===== config.mk =====
export PLATFORM = sky130hd
export DESIGN_NAME = sbox_perm_builder_flat
export DESIGN_NICKNAME = d
export VERILOG_FILES = /design/src/rtl/sbox_perm_builder_pkg.sv /design/src/rtl/sbox_perm_builder_if.sv /design/src/rtl/sbox_perm_builder_ram.sv /design/src/rtl/sbox_perm_builder.sv /design/src/flat_wrapper.sv
export SDC_FILE = /design/constraint.sdc
export NUM_CORES = 2
export LEC_CHECK = 0
export ABC_AREA = 0
export CORE_MARGIN = 2
export CORE_UTILIZATION = 40
export DETAILED_ROUTE_END_ITERATION = 10
export PLACE_DENSITY_LB_ADDON = 0.08
export SLEW_MARGIN = 25
export SYNTH_ARGS = -nofsm -noshare
export SYNTH_HDL_FRONTEND = slang
export SYNTH_SLANG_ARGS = --single-unit
export TNS_END_PERCENT = 50

===== constraint.sdc =====
create_clock -name clk -period 16.75 [get_ports clk]
set_input_delay 2.5125 -clock clk [delete_from_list [all_inputs] [get_ports clk]]
set_output_delay 2.5125 -clock clk [all_outputs]
set_load 0.1 [all_outputs]

===== src/rtl/sbox_perm_builder_pkg.sv =====
// Shared definitions for the substitution-table builder: state encoding, default symbol
// width and lookup-mode encodings.
package sbox_perm_builder_pkg;

   localparam int unsigned DataWDefault = 8;

   // Lookup direction on sub_mode.
   localparam logic SubFwd = 1'b0;
   localparam logic SubInv = 1'b1;

   typedef enum logic [1:0] {
      StIdle  = 2'd0,
      StFill  = 2'd1,
      StReady = 2'd2
   } state_e;

endpackage


===== src/rtl/sbox_perm_builder_if.sv =====
// Candidate stream, build status and lookup port of the substitution-table builder.
interface sbox_perm_builder_if #(
   parameter int unsigned DATA_W = 8,
   parameter int unsigned REJ_W  = 16
);

   logic              start;
   logic              cand_valid;
   logic [DATA_W-1:0] cand_data;
   logic              cand_ready;
   logic              load_done;
   logic              table_ready;
   logic [REJ_W-1:0]  rej_count;
   logic              sub_valid;
   logic              sub_mode;
   logic [DATA_W-1:0] sub_data;
   logic              out_valid;
   logic [DATA_W-1:0] out_data;

   // Key generator / cipher side.
   modport master (
      output start, cand_valid, cand_data, sub_valid, sub_mode, sub_data,
      input  cand_ready, load_done, table_ready, rej_count, out_valid, out_data
   );

   // Table builder side.
   modport slave (
      input  start, cand_valid, cand_data, sub_valid, sub_mode, sub_data,
      output cand_ready, load_done, table_ready, rej_count, out_valid, out_data
   );

endinterface


===== src/rtl/sbox_perm_builder_ram.sv =====
// DEPTH x DATA_W table storage: one write port, one registered read port.
module sbox_perm_builder_ram #(
   parameter int unsigned DATA_W = 8
) (
   input  logic              clk,
   input  logic              rst_n,
   input  logic              we,
   input  logic [DATA_W-1:0] waddr,
   input  logic [DATA_W-1:0] wdata,
   input  logic              re,
   input  logic [DATA_W-1:0] raddr,
   output logic [DATA_W-1:0] rdata
);

   localparam int unsigned DEPTH = 1 << DATA_W;

   logic [DATA_W-1:0] mem [DEPTH];

   // Write port; contents are deliberately left unreset.
   always_ff @(posedge clk) begin
      if (we) begin
         mem[waddr] <= wdata;
      end
   end

   // Registered read; holds the last result between reads.
   always_ff @(posedge clk or negedge rst_n) begin
      if (!rst_n) begin
         rdata <= '0;
      end else if (re) begin
         rdata <= mem[raddr];
      end
   end

endmodule


===== src/rtl/sbox_perm_builder.sv =====
// Builds a bijective substitution table from a candidate stream, rejecting duplicates,
// then serves forward (and optionally inverse) lookups with one-cycle latency.
module sbox_perm_builder
   import sbox_perm_builder_pkg::*;
#(
   parameter int unsigned DATA_W = DataWDefault,
   parameter int unsigned INV_EN = 1,
   parameter int unsigned REJ_W  = 16
) (
   input logic                clk,
   input logic                rst_n,
   sbox_perm_builder_if.slave bus
);

   localparam int unsigned DEPTH = 1 << DATA_W;
   // Index of the last table slot; idx is one bit wider so it never wraps.
   localparam logic [DATA_W:0] IdxLast = (DATA_W + 1)'(DEPTH - 1);

   state_e              state_q, state_d;
   logic [DATA_W:0]     idx_q;
   logic [REJ_W-1:0]    rej_q;
   logic [DEPTH-1:0]    used_q;
   logic                load_done_q;
   logic                out_valid_q;
   logic                mode_q;

   logic                accept;
   logic                wr_en;
   logic                fill_last;
   logic                lookup;
   logic [DATA_W-1:0]   fwd_rd;
   logic [DATA_W-1:0]   inv_rd;

   // start in the same cycle drops the candidate.
   assign accept    = (state_q == StFill) & bus.cand_valid & ~bus.start;
   assign wr_en     = accept & ~used_q[bus.cand_data];
   assign fill_last = wr_en & (idx_q == IdxLast);
   assign lookup    = (state_q == StReady) & bus.sub_valid;

   // State register.
   always_ff @(posedge clk or negedge rst_n) begin
      if (!rst_n) begin
         state_q <= StIdle;
      end else begin
         state_q <= state_d;
      end
   end

   // Next state: start restarts from anywhere; last unique accept completes the table.
   always_comb begin
      state_d = state_q;
      if (bus.start) begin
         state_d = StFill;
      end else if (fill_last) begin
         state_d = StReady;
      end
   end

   // Outputs decoded from state and status registers.
   always_comb begin
      bus.cand_ready  = (state_q == StFill);
      bus.table_ready = (state_q == StReady);
      bus.load_done   = load_done_q;
      bus.rej_count   = rej_q;
      bus.out_valid   = out_valid_q;
      bus.out_data    = (INV_EN != 0 && mode_q == SubInv) ? inv_rd : fwd_rd;
   end

   // Build bookkeeping: used bitmap, fill index, saturating reject counter.
   always_ff @(posedge clk or negedge rst_n) begin
      if (!rst_n) begin
         idx_q       <= '0;
         rej_q       <= '0;
         used_q      <= '0;
         load_done_q <= 1'b0;
      end else begin
         load_done_q <= fill_last;
         if (bus.start) begin
            idx_q  <= '0;
            rej_q  <= '0;
            used_q <= '0;
         end else if (wr_en) begin
            used_q[bus.cand_data] <= 1'b1;
            idx_q                 <= idx_q + {{DATA_W{1'b0}}, 1'b1};
         end else if (accept && rej_q != '1) begin
            rej_q <= rej_q + {{(REJ_W - 1){1'b0}}, 1'b1};
         end
      end
   end

   // Lookup pipeline: valid and direction travel alongside the RAM read.
   always_ff @(posedge clk or negedge rst_n) begin
      if (!rst_n) begin
         out_valid_q <= 1'b0;
         mode_q      <= SubFwd;
      end else begin
         out_valid_q <= lookup;
         if (lookup) begin
            mode_q <= bus.sub_mode;
         end
      end
   end

   sbox_perm_builder_ram #(
      .DATA_W (DATA_W)
   ) u_fwd_ram (
      .clk   (clk),
      .rst_n (rst_n),
      .we    (wr_en),
      .waddr (idx_q[DATA_W-1:0]),
      .wdata (bus.cand_data),
      .re    (lookup),
      .raddr (bus.sub_data),
      .rdata (fwd_rd)
   );

   if (INV_EN != 0) begin : g_inv
      sbox_perm_builder_ram #(
         .DATA_W (DATA_W)
      ) u_inv_ram (
         .clk   (clk),
         .rst_n (rst_n),
         .we    (wr_en),
         .waddr (bus.cand_data),
         .wdata (idx_q[DATA_W-1:0]),
         .re    (lookup),
         .raddr (bus.sub_data),
         .rdata (inv_rd)
      );
   end else begin : g_no_inv
      assign inv_rd = '0;
   end

endmodule


===== src/flat_wrapper.sv =====
// flat-port wrapper written by rule: the top's interface ports become plain ports
module sbox_perm_builder_flat import sbox_perm_builder_pkg::*;
#(
   parameter int unsigned DATA_W = DataWDefault,
   parameter int unsigned INV_EN = 1,
   parameter int unsigned REJ_W  = 16
)
  (clk, rst_n, bus_start, bus_cand_valid, bus_cand_data, bus_sub_valid, bus_sub_mode, bus_sub_data, bus_cand_ready, bus_load_done, bus_table_ready, bus_rej_count, bus_out_valid, bus_out_data);
  sbox_perm_builder_if #(.DATA_W(DATA_W), .REJ_W(REJ_W)) bus_i ();
  input logic clk;
  input logic rst_n;
  input wire logic [$bits(bus_i.start)-1:0] bus_start;
  input wire logic [$bits(bus_i.cand_valid)-1:0] bus_cand_valid;
  input wire logic [$bits(bus_i.cand_data)-1:0] bus_cand_data;
  input wire logic [$bits(bus_i.sub_valid)-1:0] bus_sub_valid;
  input wire logic [$bits(bus_i.sub_mode)-1:0] bus_sub_mode;
  input wire logic [$bits(bus_i.sub_data)-1:0] bus_sub_data;
  output wire logic [$bits(bus_i.cand_ready)-1:0] bus_cand_ready;
  output wire logic [$bits(bus_i.load_done)-1:0] bus_load_done;
  output wire logic [$bits(bus_i.table_ready)-1:0] bus_table_ready;
  output wire logic [$bits(bus_i.rej_count)-1:0] bus_rej_count;
  output wire logic [$bits(bus_i.out_valid)-1:0] bus_out_valid;
  output wire logic [$bits(bus_i.out_data)-1:0] bus_out_data;
  assign bus_i.start = bus_start;
  assign bus_i.cand_valid = bus_cand_valid;
  assign bus_i.cand_data = bus_cand_data;
  assign bus_i.sub_valid = bus_sub_valid;
  assign bus_i.sub_mode = bus_sub_mode;
  assign bus_i.sub_data = bus_sub_data;
  assign bus_cand_ready = bus_i.cand_ready;
  assign bus_load_done = bus_i.load_done;
  assign bus_table_ready = bus_i.table_ready;
  assign bus_rej_count = bus_i.rej_count;
  assign bus_out_valid = bus_i.out_valid;
  assign bus_out_data = bus_i.out_data;
  sbox_perm_builder #(.DATA_W(DATA_W), .INV_EN(INV_EN), .REJ_W(REJ_W)) u_core (.clk(clk), .rst_n(rst_n), .bus(bus_i));
endmodule

==> results.cfg <==
[clock_network]
clock_path_buffers = 4
cts_root_buf = clkbuf_16
postCtsSetupBuffers = 0
cts_resized = 0
holdBufCountCts = 0
clk_latency_ns = 1.02
cts.sinks = 4398
clkTransAtPathRegs_ns = 0.06
cts_buffers = 467
cts_tree = done
h-tree-depth = 5

[global_route]
grt_max_degree = 193
grt_antenna_before_repair = 36
globalRoute.totalOverflow = 0
grt_pass1_wl_um = 678800
grt_pass1_vias = 83566
grt_usage = 0.2217

[layout]
nNetsFinal = 7979
fin_cells = 14053
syn_to_final_growth_pct = 14.65
fin_area_um2 = 196400
drive_gt1_frac = 0.3192

[worst_setup_path]
critical_path.startpoint = bus_cand_data[0]
slowest_delay_ns = 0.94
worstReg2RegEnd = u_core.u_fwd_ram.mem[77][5]
cp.arrival_ns = 9.32
crit_family = buffers and inverters
setup.worst_path.end = u_core.u_fwd_ram.mem[77][5]
slowest_stage = nor2_1
path_common_cell = buf_4
path_depth = 13
rr_startpoint = u_core.used_q[79]
start_kind = primary input
cp_num_buf_inv = 5
critPathKind = in2reg
endpoint_kind = register
r2r_slack_ns = 10.98
crit_fanout = 46
r2r_cells = 9
cp.required_ns = 17.37
crit_chain = buf_8, buf_4, buf_4, mux4_2, o2111ai_1, o211ai_1, a21oi_1, a32oi_1, clkbuf_4, nor3_2, buf_4, nand3_1, nor2_1

[synthesis]
syn_avg_cell_area_um2 = 22.68
synthSimpleGateAreaFrac = 0.02236
ys_types = 57
synth.area.top_cells = edfxtp_1 (72%), mux4_2 (18%), dfrtp_1 (4.4%)
synth_nets = 7580
synthArstFlopShare = 0.06867
ys_seq_area_frac = 0.7621
synth_area_leader_cell = edfxtp_1
synth_top_flop_cell = edfxtp_1
synthXorXnorAreaFrac = 0.0001022
synth-seq-cells = 4398
syn_area_um2 = 171300
yosysWarnings = 0
synth_compound_area_frac = 0.01560
synthCells = 7552
synth_top_area_frac = 0.7180
synth-edff-count = 4096
synth_fa_ha_area_frac = 0.0004382
synth_top_family_by_area = multiplexers
muxShareOfSynthArea = 0.1876

[power_and_ir_drop]
p_per_area_nw_per_um2 = 119.9
vdd_drop_max_mv = 0.09461
leakage_uw = 0.06177

[detailed_routing]
detail_route.vias_per_cell = 5.817
drt-initial-drc-count = 9384
vias = 81747
final_antenna_net_count = 0
drc = 0
drt_wl_total_um = 483700
wl_per_cell_um = 34.42
first_pass_iters = 6

[place]
placedCellCount = 13160
portBuffers = 49
place_congestion = 0.8092
place_area_um2 = 180300
hpwl_um = 302300

[floorplanning]
fp.dieH_um = 658.4
die_area_um2 = 433500
start_util = 0.4012
rows = 240
die_w_um = 658.4
core_um2 = 427000
ios = 50

[run]
cap_violations = 0

[sta]
relSlewSlack = 0.2361
fin_crit_sh = 0.5193
finalSetupViolCount = 0
fmaxAchievable_ghz = 0.1150
min_period_ns = 8.698
finalHoldViolCount = 0
fin_skew_ns = 0.05265
final.setup.tns_ns = 0
tightest_slew_ns = 1.137
rsz0062_at_grt = no
maxSlewViolCount = 0

[run_status]
status = finished clean

[hold_path]
hp-class = reg2reg
## per-stage QoR
step	utilization	worst slack [ns]	power [uW]	hold WS (ns)
after floorplan	-	10.69	12760	0.4482
after global placement	0.4218	6.992	13210	0.4674
after detailed placement	0.4223	6.870	13230	0.4755
after CTS	0.4591	7.993	23800	0.4886
after global routing	0.4599	7.828	24240	0.4964
final	0.4600	8.052	23560	0.4876
## registers in the layout, summed over array words and instances, names as in the netlist
register,cells
u_core.u_fwd_ram.rdata,8
u_core.u_fwd_ram.mem,2048
u_core.bus.load_done,1
u_core.g_inv.u_inv_ram.mem,2048
u_core.bus.out_valid,1
u_core.used_q,256
u_core.g_inv.u_inv_ram.rdata,8
u_core.mode_q,1
u_core.idx_q,9
u_core.bus.rej_count,16
u_core.state_q,2
## where the power goes
part / total, uW / internal (uW) / switching, uW
combinational: 989 / 329 / 660
clock: 10600 / 6230 / 4350
sequential: 12000 / 12000 / 15.3
## how the worst min path moves through the flow
| stage | startpoint | end | slack, ns | cells past startpoint |
|---|---|---|---|---|
| after floorplan | u_core.used_q[189] | u_core.used_q[189] | 0.45 | 1 |
| after global placement | u_core.used_q[34] | u_core.used_q[34] | 0.47 | 1 |
| after detailed placement | u_core.used_q[127] | u_core.used_q[127] | 0.48 | 1 |
| after CTS | u_core.used_q[127] | u_core.used_q[127] | 0.49 | 1 |
| after global routing | u_core.used_q[181] | u_core.used_q[181] | 0.50 | 1 |
| final | u_core.used_q[183] | u_core.used_q[183] | 0.49 | 1 |
## final cells by class
class	instances	area [um^2]
clock inverters	287	3173
clock buffers	590	12560
flip-flops and latches	4398	130600
multi-input cells	2654	39220
inverters	12	52.55
fillers	35429	230600
diodes	7	17.52
well taps	5687	7116
repair buffers	418	3689
## layout by cell type (no fill, tap or decap), types with 88 or more instances in the layout
master / n
o21a_1: 249
clkbuf_1: 91
buf_4: 347
nor2_1: 258
nor3_1: 217
clkinv_2: 89
clkbuf_16: 475
edfxtp_1: 4096
dfrtp_1: 294
mux4_2: 1391
clkinv_1: 88
## worst reg2reg max path: cells and delay by family (launching register included)
family / cells / cell delay (ns)
mux: 2 / 1.16
simple gates: 3 / 2.37
flops: 1 / 0.46
compound gates: 3 / 0.90
buf+inv: 1 / 0.52
## routing by layer
metal | GRT usage | vias up | share of wire | wire length [um]
met5 | 0 | - | 0.00026 | 126
li1 | - | 32911 | - | -
met3 | 0.03711 | 547 | 0.065 | 31240
met1 | 0.3364 | 45438 | 0.45 | 218400
met4 | 0.04738 | 8 | 0.021 | 10370
met2 | 0.3392 | 2843 | 0.46 | 223500
## cells in the mapped netlist, types with 4 or more instances
cell type,n
buf_2,51
mux2i_1,27
nand2_1,85
nand4_1,10
edfxtp_1,4096
o2bb2ai_1,8
o21ai_0,31
mux2_2,48
buf_6,7
dfrtp_1,302
ha_1,6
clkbuf_1,326
and2_1,4
inv_1,11
a22oi_1,14
nor3_1,292
nor2_4,10
o31ai_1,4
and3_1,10
a21oi_1,32
nor2_1,260
or2_2,10
o21a_1,249
buf_1,102
or3_1,12
nand2b_1,5
o311ai_0,4
nor2b_1,41
nand3_1,47
a31oi_1,4
mux4_2,1391
o22ai_1,17
## cell families after synthesis
| family | count (synthesis) |
|---|---|
| simple gates | 804 |
| flops | 4398 |
| mux | 1466 |
| compound gates | 376 |
| fa+ha+maj | 6 |
| xor+xnor | 2 |
| buf+inv | 500 |
Power figures use the tool's default switching activity.
